**config.mk**
```make
export PLATFORM = sky130hd
export DESIGN_NAME = a2d_chnl_scan
export DESIGN_NICKNAME = d
export VERILOG_FILES = /design/src/rtl/a2d_chnl_scan.sv
export SDC_FILE = /design/constraint.sdc
export NUM_CORES = 1
export LEC_CHECK = 0
export CAP_MARGIN = 25
export CORE_ASPECT_RATIO = 1.1
export CORE_MARGIN = 2
export CORE_UTILIZATION = 51
export CTS_CLUSTER_DIAMETER = 50
export DETAILED_ROUTE_END_ITERATION = 12
export MAX_ROUTING_LAYER = met4
export PLACE_DENSITY_LB_ADDON = 0.05
export SLEW_MARGIN = 20
export SYNTH_ARGS = -nofsm -noshare
export SYNTH_HDL_FRONTEND = slang
export SYNTH_SLANG_ARGS = --single-unit
```
**constraint.sdc**
```tcl
create_clock -name clk -period 2 [get_ports clk]
set_input_delay 0.3 -clock clk [delete_from_list [all_inputs] [get_ports clk]]
set_output_delay 0.3 -clock clk [all_outputs]
set_load 0.005 [all_outputs]
```
**src/rtl/a2d_chnl_scan.sv**
```systemverilog
// a2d_chnl_scan: periodic channel scanner/averager in front of the A2D SPI block.
// Each scan converts channels 0..NUM_CH-1 in order. Every channel takes
// 2**AVG_LOG2 samples, and one floor-averaged 12-bit result is published per channel.
module a2d_chnl_scan #(
  parameter int NUM_CH   = 4,
  parameter int AVG_LOG2 = 2,
  parameter int PERIOD   = 20000,
  parameter int TMO_CYC  = 4096
) (
  input  logic        clk,
  input  logic        rst,
  input  logic        en,
  output logic        strt_cnv,
  output logic [2:0]  chnnl,
  input  logic        cnv_cmplt,
  input  logic [11:0] res,
  output logic        ch_vld,
  output logic [2:0]  ch_id,
  output logic [11:0] ch_avg,
  output logic        scan_done,
  output logic        tmo_err
);

  localparam int ACC_W = 12 + AVG_LOG2;
  localparam int PER_W = (PERIOD > 1) ? $clog2(PERIOD) : 1;
  localparam int TMO_W = (TMO_CYC > 1) ? $clog2(TMO_CYC) : 1;
  localparam int SMP_W = AVG_LOG2 + 1;
  localparam logic [PER_W-1:0] PER_LAST = PER_W'(PERIOD - 1);
  localparam logic [TMO_W-1:0] TMO_LAST = TMO_W'(TMO_CYC - 1);
  localparam logic [SMP_W-1:0] SMP_LAST = SMP_W'((1 << AVG_LOG2) - 1);
  localparam logic [2:0]       CH_LAST  = 3'(NUM_CH - 1);

  typedef enum logic [1:0] {IDLE, START, WAIT, PUB} state_t;

  // Floor average: the accumulator can never exceed 0xFFF * 2**AVG_LOG2,
  // so dropping the low AVG_LOG2 bits always fits in 12 bits.
  function automatic logic [11:0] avg_floor(input logic [ACC_W-1:0] sum);
    avg_floor = 12'(sum >> AVG_LOG2);
  endfunction

  state_t             state_q, state_d;
  logic [PER_W-1:0]   per_cnt_q, per_cnt_d;
  logic               pend_q, pend_d;
  logic [SMP_W-1:0]   smp_cnt_q, smp_cnt_d;
  logic [ACC_W-1:0]   acc_q, acc_d;
  logic [TMO_W-1:0]   tmo_cnt_q, tmo_cnt_d;
  logic [2:0]         cur_ch_q, cur_ch_d;
  logic               ch_vld_q, ch_vld_d;
  logic [2:0]         ch_id_q, ch_id_d;
  logic [11:0]        ch_avg_q, ch_avg_d;
  logic               scan_done_q, scan_done_d;
  logic               tmo_err_q, tmo_err_d;
  logic               tick;
  logic               last_ch;
  logic [ACC_W-1:0]   acc_sum;

  assign last_ch = (cur_ch_q == CH_LAST);
  assign acc_sum = acc_q + ACC_W'(res);

  // Scan-period timer: free-runs while enabled, parked at 0 otherwise.
  always_comb begin
    tick      = en && (per_cnt_q == PER_LAST);
    per_cnt_d = per_cnt_q + 1'b1;
    if (!en || tick) per_cnt_d = '0;
  end

  // Scan FSM: next state, datapath updates and the strt_cnv strobe.
  always_comb begin
    state_d     = state_q;
    pend_d      = pend_q;
    smp_cnt_d   = smp_cnt_q;
    acc_d       = acc_q;
    tmo_cnt_d   = tmo_cnt_q;
    cur_ch_d    = cur_ch_q;
    ch_vld_d    = 1'b0;
    ch_id_d     = ch_id_q;
    ch_avg_d    = ch_avg_q;
    scan_done_d = 1'b0;
    tmo_err_d   = tmo_err_q;
    strt_cnv    = 1'b0;

    // Only one early tick is remembered; later ones collapse onto it.
    if (tick && (state_q != IDLE)) pend_d = 1'b1;

    case (state_q)
      IDLE: begin
        if (en && (tick || pend_q)) begin
          state_d = START;
          pend_d  = 1'b0;
        end
      end
      START: begin
        strt_cnv  = 1'b1;
        tmo_cnt_d = '0;
        state_d   = WAIT;
      end
      WAIT: begin
        if (cnv_cmplt) begin
          if (!en) begin
            state_d   = IDLE;
            cur_ch_d  = '0;
            acc_d     = '0;
            smp_cnt_d = '0;
            pend_d    = 1'b0;
          end else if (smp_cnt_q == SMP_LAST) begin
            // Result registered on the way into PUB so ch_vld and
            // ch_avg appear together one cycle after the last sample.
            state_d     = PUB;
            ch_vld_d    = 1'b1;
            ch_id_d     = cur_ch_q;
            ch_avg_d    = avg_floor(acc_sum);
            scan_done_d = last_ch;
            acc_d       = '0;
            smp_cnt_d   = '0;
          end else begin
            acc_d     = acc_sum;
            smp_cnt_d = smp_cnt_q + 1'b1;
            state_d   = START;
          end
        end else if (tmo_cnt_q == TMO_LAST) begin
          tmo_err_d = 1'b1;
          acc_d     = '0;
          smp_cnt_d = '0;
          if (!en) begin
            state_d  = IDLE;
            cur_ch_d = '0;
            pend_d   = 1'b0;
          end else if (last_ch) begin
            state_d     = IDLE;
            cur_ch_d    = '0;
            scan_done_d = 1'b1;
          end else begin
            state_d  = START;
            cur_ch_d = cur_ch_q + 3'd1;
          end
        end else begin
          tmo_cnt_d = tmo_cnt_q + 1'b1;
        end
      end
      PUB: begin
        if (last_ch || !en) begin
          state_d  = IDLE;
          cur_ch_d = '0;
          if (!en) pend_d = 1'b0;
        end else begin
          state_d  = START;
          cur_ch_d = cur_ch_q + 3'd1;
        end
      end
      default: state_d = IDLE;
    endcase
  end

  // State and datapath registers; reset clears everything, including outputs.
  always_ff @(posedge clk) begin
    if (rst) begin
      state_q     <= IDLE;
      per_cnt_q   <= '0;
      pend_q      <= 1'b0;
      smp_cnt_q   <= '0;
      acc_q       <= '0;
      tmo_cnt_q   <= '0;
      cur_ch_q    <= '0;
      ch_vld_q    <= 1'b0;
      ch_id_q     <= '0;
      ch_avg_q    <= '0;
      scan_done_q <= 1'b0;
      tmo_err_q   <= 1'b0;
    end else begin
      state_q     <= state_d;
      per_cnt_q   <= per_cnt_d;
      pend_q      <= pend_d;
      smp_cnt_q   <= smp_cnt_d;
      acc_q       <= acc_d;
      tmo_cnt_q   <= tmo_cnt_d;
      cur_ch_q    <= cur_ch_d;
      ch_vld_q    <= ch_vld_d;
      ch_id_q     <= ch_id_d;
      ch_avg_q    <= ch_avg_d;
      scan_done_q <= scan_done_d;
      tmo_err_q   <= tmo_err_d;
    end
  end

  assign chnnl     = cur_ch_q;
  assign ch_vld    = ch_vld_q;
  assign ch_id     = ch_id_q;
  assign ch_avg    = ch_avg_q;
  assign scan_done = scan_done_q;
  assign tmo_err   = tmo_err_q;

endmodule
```
==> results of run 1 <==
power by group:
part | internal (W) | switching (W)
registers | 0.00135 | 0.00000173
clock network | 0.000576 | 0.000564
logic | 0.0000799 | 0.0000824
total | 0.00201 | 0.000648
path summary, 6_finish.rpt:
check | from | slack [ns] | end | cells after the start
setup / recovery | acc_q[0] | 0.05 | acc_q[10] | 10
hold / removal | ch_avg[0] | 0.45 | ch_avg[0] | 2
setup reg to reg | acc_q[0] | 0.05 | acc_q[10] | 10
hold reg to reg | ch_avg[0] | 0.45 | ch_avg[0] | 2
sequential cells by signal, indices dropped and copies added, names as in the netlist:
register / cells
chnnl: 3
ch_avg: 12
acc_q: 14
state_q: 2
per_cnt_q: 15
pend_q: 1
tmo_cnt_q: 12
tmo_err: 1
ch_vld: 1
scan_done: 1
ch_id: 3
smp_cnt_q: 3
cells in the mapped netlist, types with 2 or more instances:
cell type   n
a2111oi_0   2
clkbuf_1   11
o21a_1      2
o211ai_1    4
nand2b_1   10
nand3b_1    2
nor3_1      8
nand3_1    16
o211a_1     3
xnor2_1    13
a211oi_1    3
a21o_1      6
o2111ai_1   2
nand4_1     4
nand2_1    45
nor2_1     63
o21ai_0    15
or3_1       6
nor4b_1     2
nor2b_1     3
buf_2       2
a22o_1      4
xor2_1     12
dfxtp_1    68
a21oi_1    35
inv_1      13
nor4_1      4
ha_1       18
a22oi_1     7
and3_1      5
worst max-delay path, stage by stage (launching register included):
cell       delay, ns
dfxtp_2         0.35
ha_4            0.13
inv_2           0.03
fa_2            0.33
nand2b_4        0.15
a21oi_2         0.10
buf_4           0.15
o2111ai_2       0.15
a21oi_2         0.18
nor2b_1         0.07
a22o_1          0.20
area by class of cell:
class	count	area (um2)	share of cell area
Inverter	14	52.6	0.0112
Sequential cell	68	1370	0.293
Tap cell	82	103	0.0219
Multi-Input combinational cell	317	2130	0.455
Timing Repair Buffer	96	832	0.178
Clock inverter	6	63.8	0.0137
Clock buffer	10	128	0.0273
per-layer routing:
metal / share of wire / track usage / up-vias
met5: 0 / - / -
met4: 0.011 / 0.0667 / 0
met3: 0.021 / 0.0361 / 11
met2: 0.47 / 0.383 / 38
met1: 0.50 / 0.316 / 1513
li1: - / - / 1633
metrics by stage:
step           hold slack (ns)  power (W)  cell area [um2]   util
2_1_floorplan            0.411    0.00146             3430      -
6_report                 0.454    0.00266             4670  0.713
4_1_cts                  0.460    0.00267             4550  0.694
5_1_grt                  0.479    0.00274             4670  0.713
3_5_place_dp             0.449    0.00154             4270  0.651
3_3_place_gp             0.443    0.00154             4270  0.651
timing repair:
action	CTS	global route
setup buffers	2	3
setup endpoints to repair	15	19
pin swaps	8	11
gates resized for setup	18	25
hold buffers	0	0
cells by family after synthesis:
kind of cell / count (synthesis) / share of synthesized area
buffers and inverters: 28 / 0.0317
AOI/OAI and AO/OA: 91 / 0.170
xor gates and xnor gates: 25 / 0.0638
and+or+nand+nor: 180 / 0.259
muxes: 2 / 0.00620
DFF: 68 / 0.397
adders and majority gates: 19 / 0.0715
==> results by stage, run 1 <==
Outcome:
- The run finished with clean final reports.

Global route:
- The aggregate global routing overflow is 0.
- In the global route stage, overall resource usage came out at 0.241.
- The number of global-route vias before repair is roughly 3,100.
- The first global-routing pass estimated 13.8 mm of wire.
- The initial antenna violation count was 0.
- The largest net degree at the start of global routing is 24.

Worst setup path:
- The signal arrival time at the worst endpoint is ~2.2 ns.
- STA classifies the critical path startpoint as a flip-flop.
- STA classifies the critical path endpoint as a flip-flop.
- The critical-path maximum fanout is 3.
- The critical path in this run is classified as flip-flop to flip-flop.
- At the worst endpoint, the required time is approximately 2.2 ns.

Yosys:
- By area the synthesized netlist is led by dfxtp_1 40%, nor2_1 6.9%, ha_1 6.6%.
- The post-synthesis cell type count is between 50 and 60.
- The post-synthesis async set-or-reset flop share is 0.
- The area share of the leading cell type in the synthesized netlist is 0.397.
- Synthesis produced a netlist with a net count of approximately 450.
- The sequential element share of the synthesized area is 0.397.
- Averaged over all synthesized cells, the footprint is 8.30 um2.
- The commonest register cell after synthesis is dfxtp_1.
- The synthesized netlist cell count is 413.
- During synthesis, Yosys emitted a total of 0 warnings.
- Summed over all instances, the cell type with the most area after synthesis is dfxtp_1.
- The netlist area before placement is approximately 3400 um2.
- The flip-flop and latch count after synthesis is approximately 70.
- The number of enable-type register cells in the synthesized netlist is 0.

Clock tree:
- The clock drives 68 sinks.
- No sink is reached through more buffers than the 2 on the longest clock path.
- The clock insertion delay at the later pin of the skew report is approximately 0.35 ns.
- The TritonCTS clock tree is built.
- The H-tree depth is 3.
- The clock slew seen by the registers of the worst setup and hold paths is 0.08 ns.
- Counting the buffers created by CTS gives 9.
- Clock tree synthesis selected as its root buffer the cell clkbuf_8.

Job:
- The number of max-cap violations is 0.

STA:
- The accumulated negative setup slack is 0 ns.
- The final critical delay including setup and external delays is 1.95 ns.
- The setup-violating endpoint count in the final report is 0.
- The worst-margin pin slew is roughly 0.47 ns.
- The final-report hold violation count is 0.
- The setup clock skew after layout is about 0.0085 ns.
- The share of the clock period used by the worst path after layout is 0.974.
- Setup repair after global routing could not meet its margin everywhere.
- The achievable clock frequency is a little over 0.5 GHz.
- Setup slack closes at approximately 0.052 ns.
- The max-slew violation total from the final report is 0.
- Headroom to the max-slew limit came out at 0.681.

Route:
- The remaining antenna violation count is 0.
- Dividing the detail-routed wire length by the instance count gives between 10 and 15 um.
- The final routed wirelength across all metal layers is a little over 8 mm.
- The number of DRC markers in iteration 0 is between 100 and 150.
- The detailed-route via count is ~3,200.
- In the routed design, unresolved DRC markers number 0.
- In the routed layout, each cell is associated on average with a via count of 5.39.
- The number of iterations in the first detailed-routing pass is 4.

Placed design:
- The half-perimeter wire length after placement is between 5 and 6 mm.
- Counting tap cells, the placed design contains a total of 572 instances.
- At the placement stage, the worst setup path has a slack of -0.528 ns.
- The congestion estimate from routability-driven global placement came to approximately 0.86.
- The count of input and output buffers is 37.

Floorplanning:
- The standard-cell row count is 31.
- The die is between 90 and 100 um tall.
- The initial standard-cell utilization of the core is 0.523.
- From left edge to right edge, the die measures 82.2 um.
- 38 I/O pins were placed.
- The die covers ~7400 um2.
- The total core area is 6560 um2.

Finish:
- After filler insertion, the fill cell instance count of the layout stands at approximately 530.
- The ratio of cells with drive above 1 in the final layout is 0.217.
- The final instance count without filler cells is between 500 and 600.
- 0 antenna diodes ended up in the layout.
- The synthesis-to-finish area growth is 36.3%.
- At the end of the flow, the number of nets in the layout was ~540.
- In the layout the commonest cells are 63 x dfxtp_1, 62 x nor2_1, 57 x buf_4.
- The most frequent standard cell in the layout excluding fill and tap cells is dfxtp_1.

Power:
- The leakage power summed over all cells is 1.90 nW.
- The maximum ir drop on the vdd rail is roughly 0.42 mV.
- In this run the power density over the cells is 569 nW/um2.

Worst hold path:
- The min-delay analysis places its worst path in the category flip-flop to flip-flop.
Note: power is estimated with default switching activity, not from simulation.
==> inputs of run 2 (changes only) <==
- CTS_CLUSTER_SIZE: not set -> 10
==> results of run 2 <==
The final DEF is identical to that of run 1; final timing and power are the same.
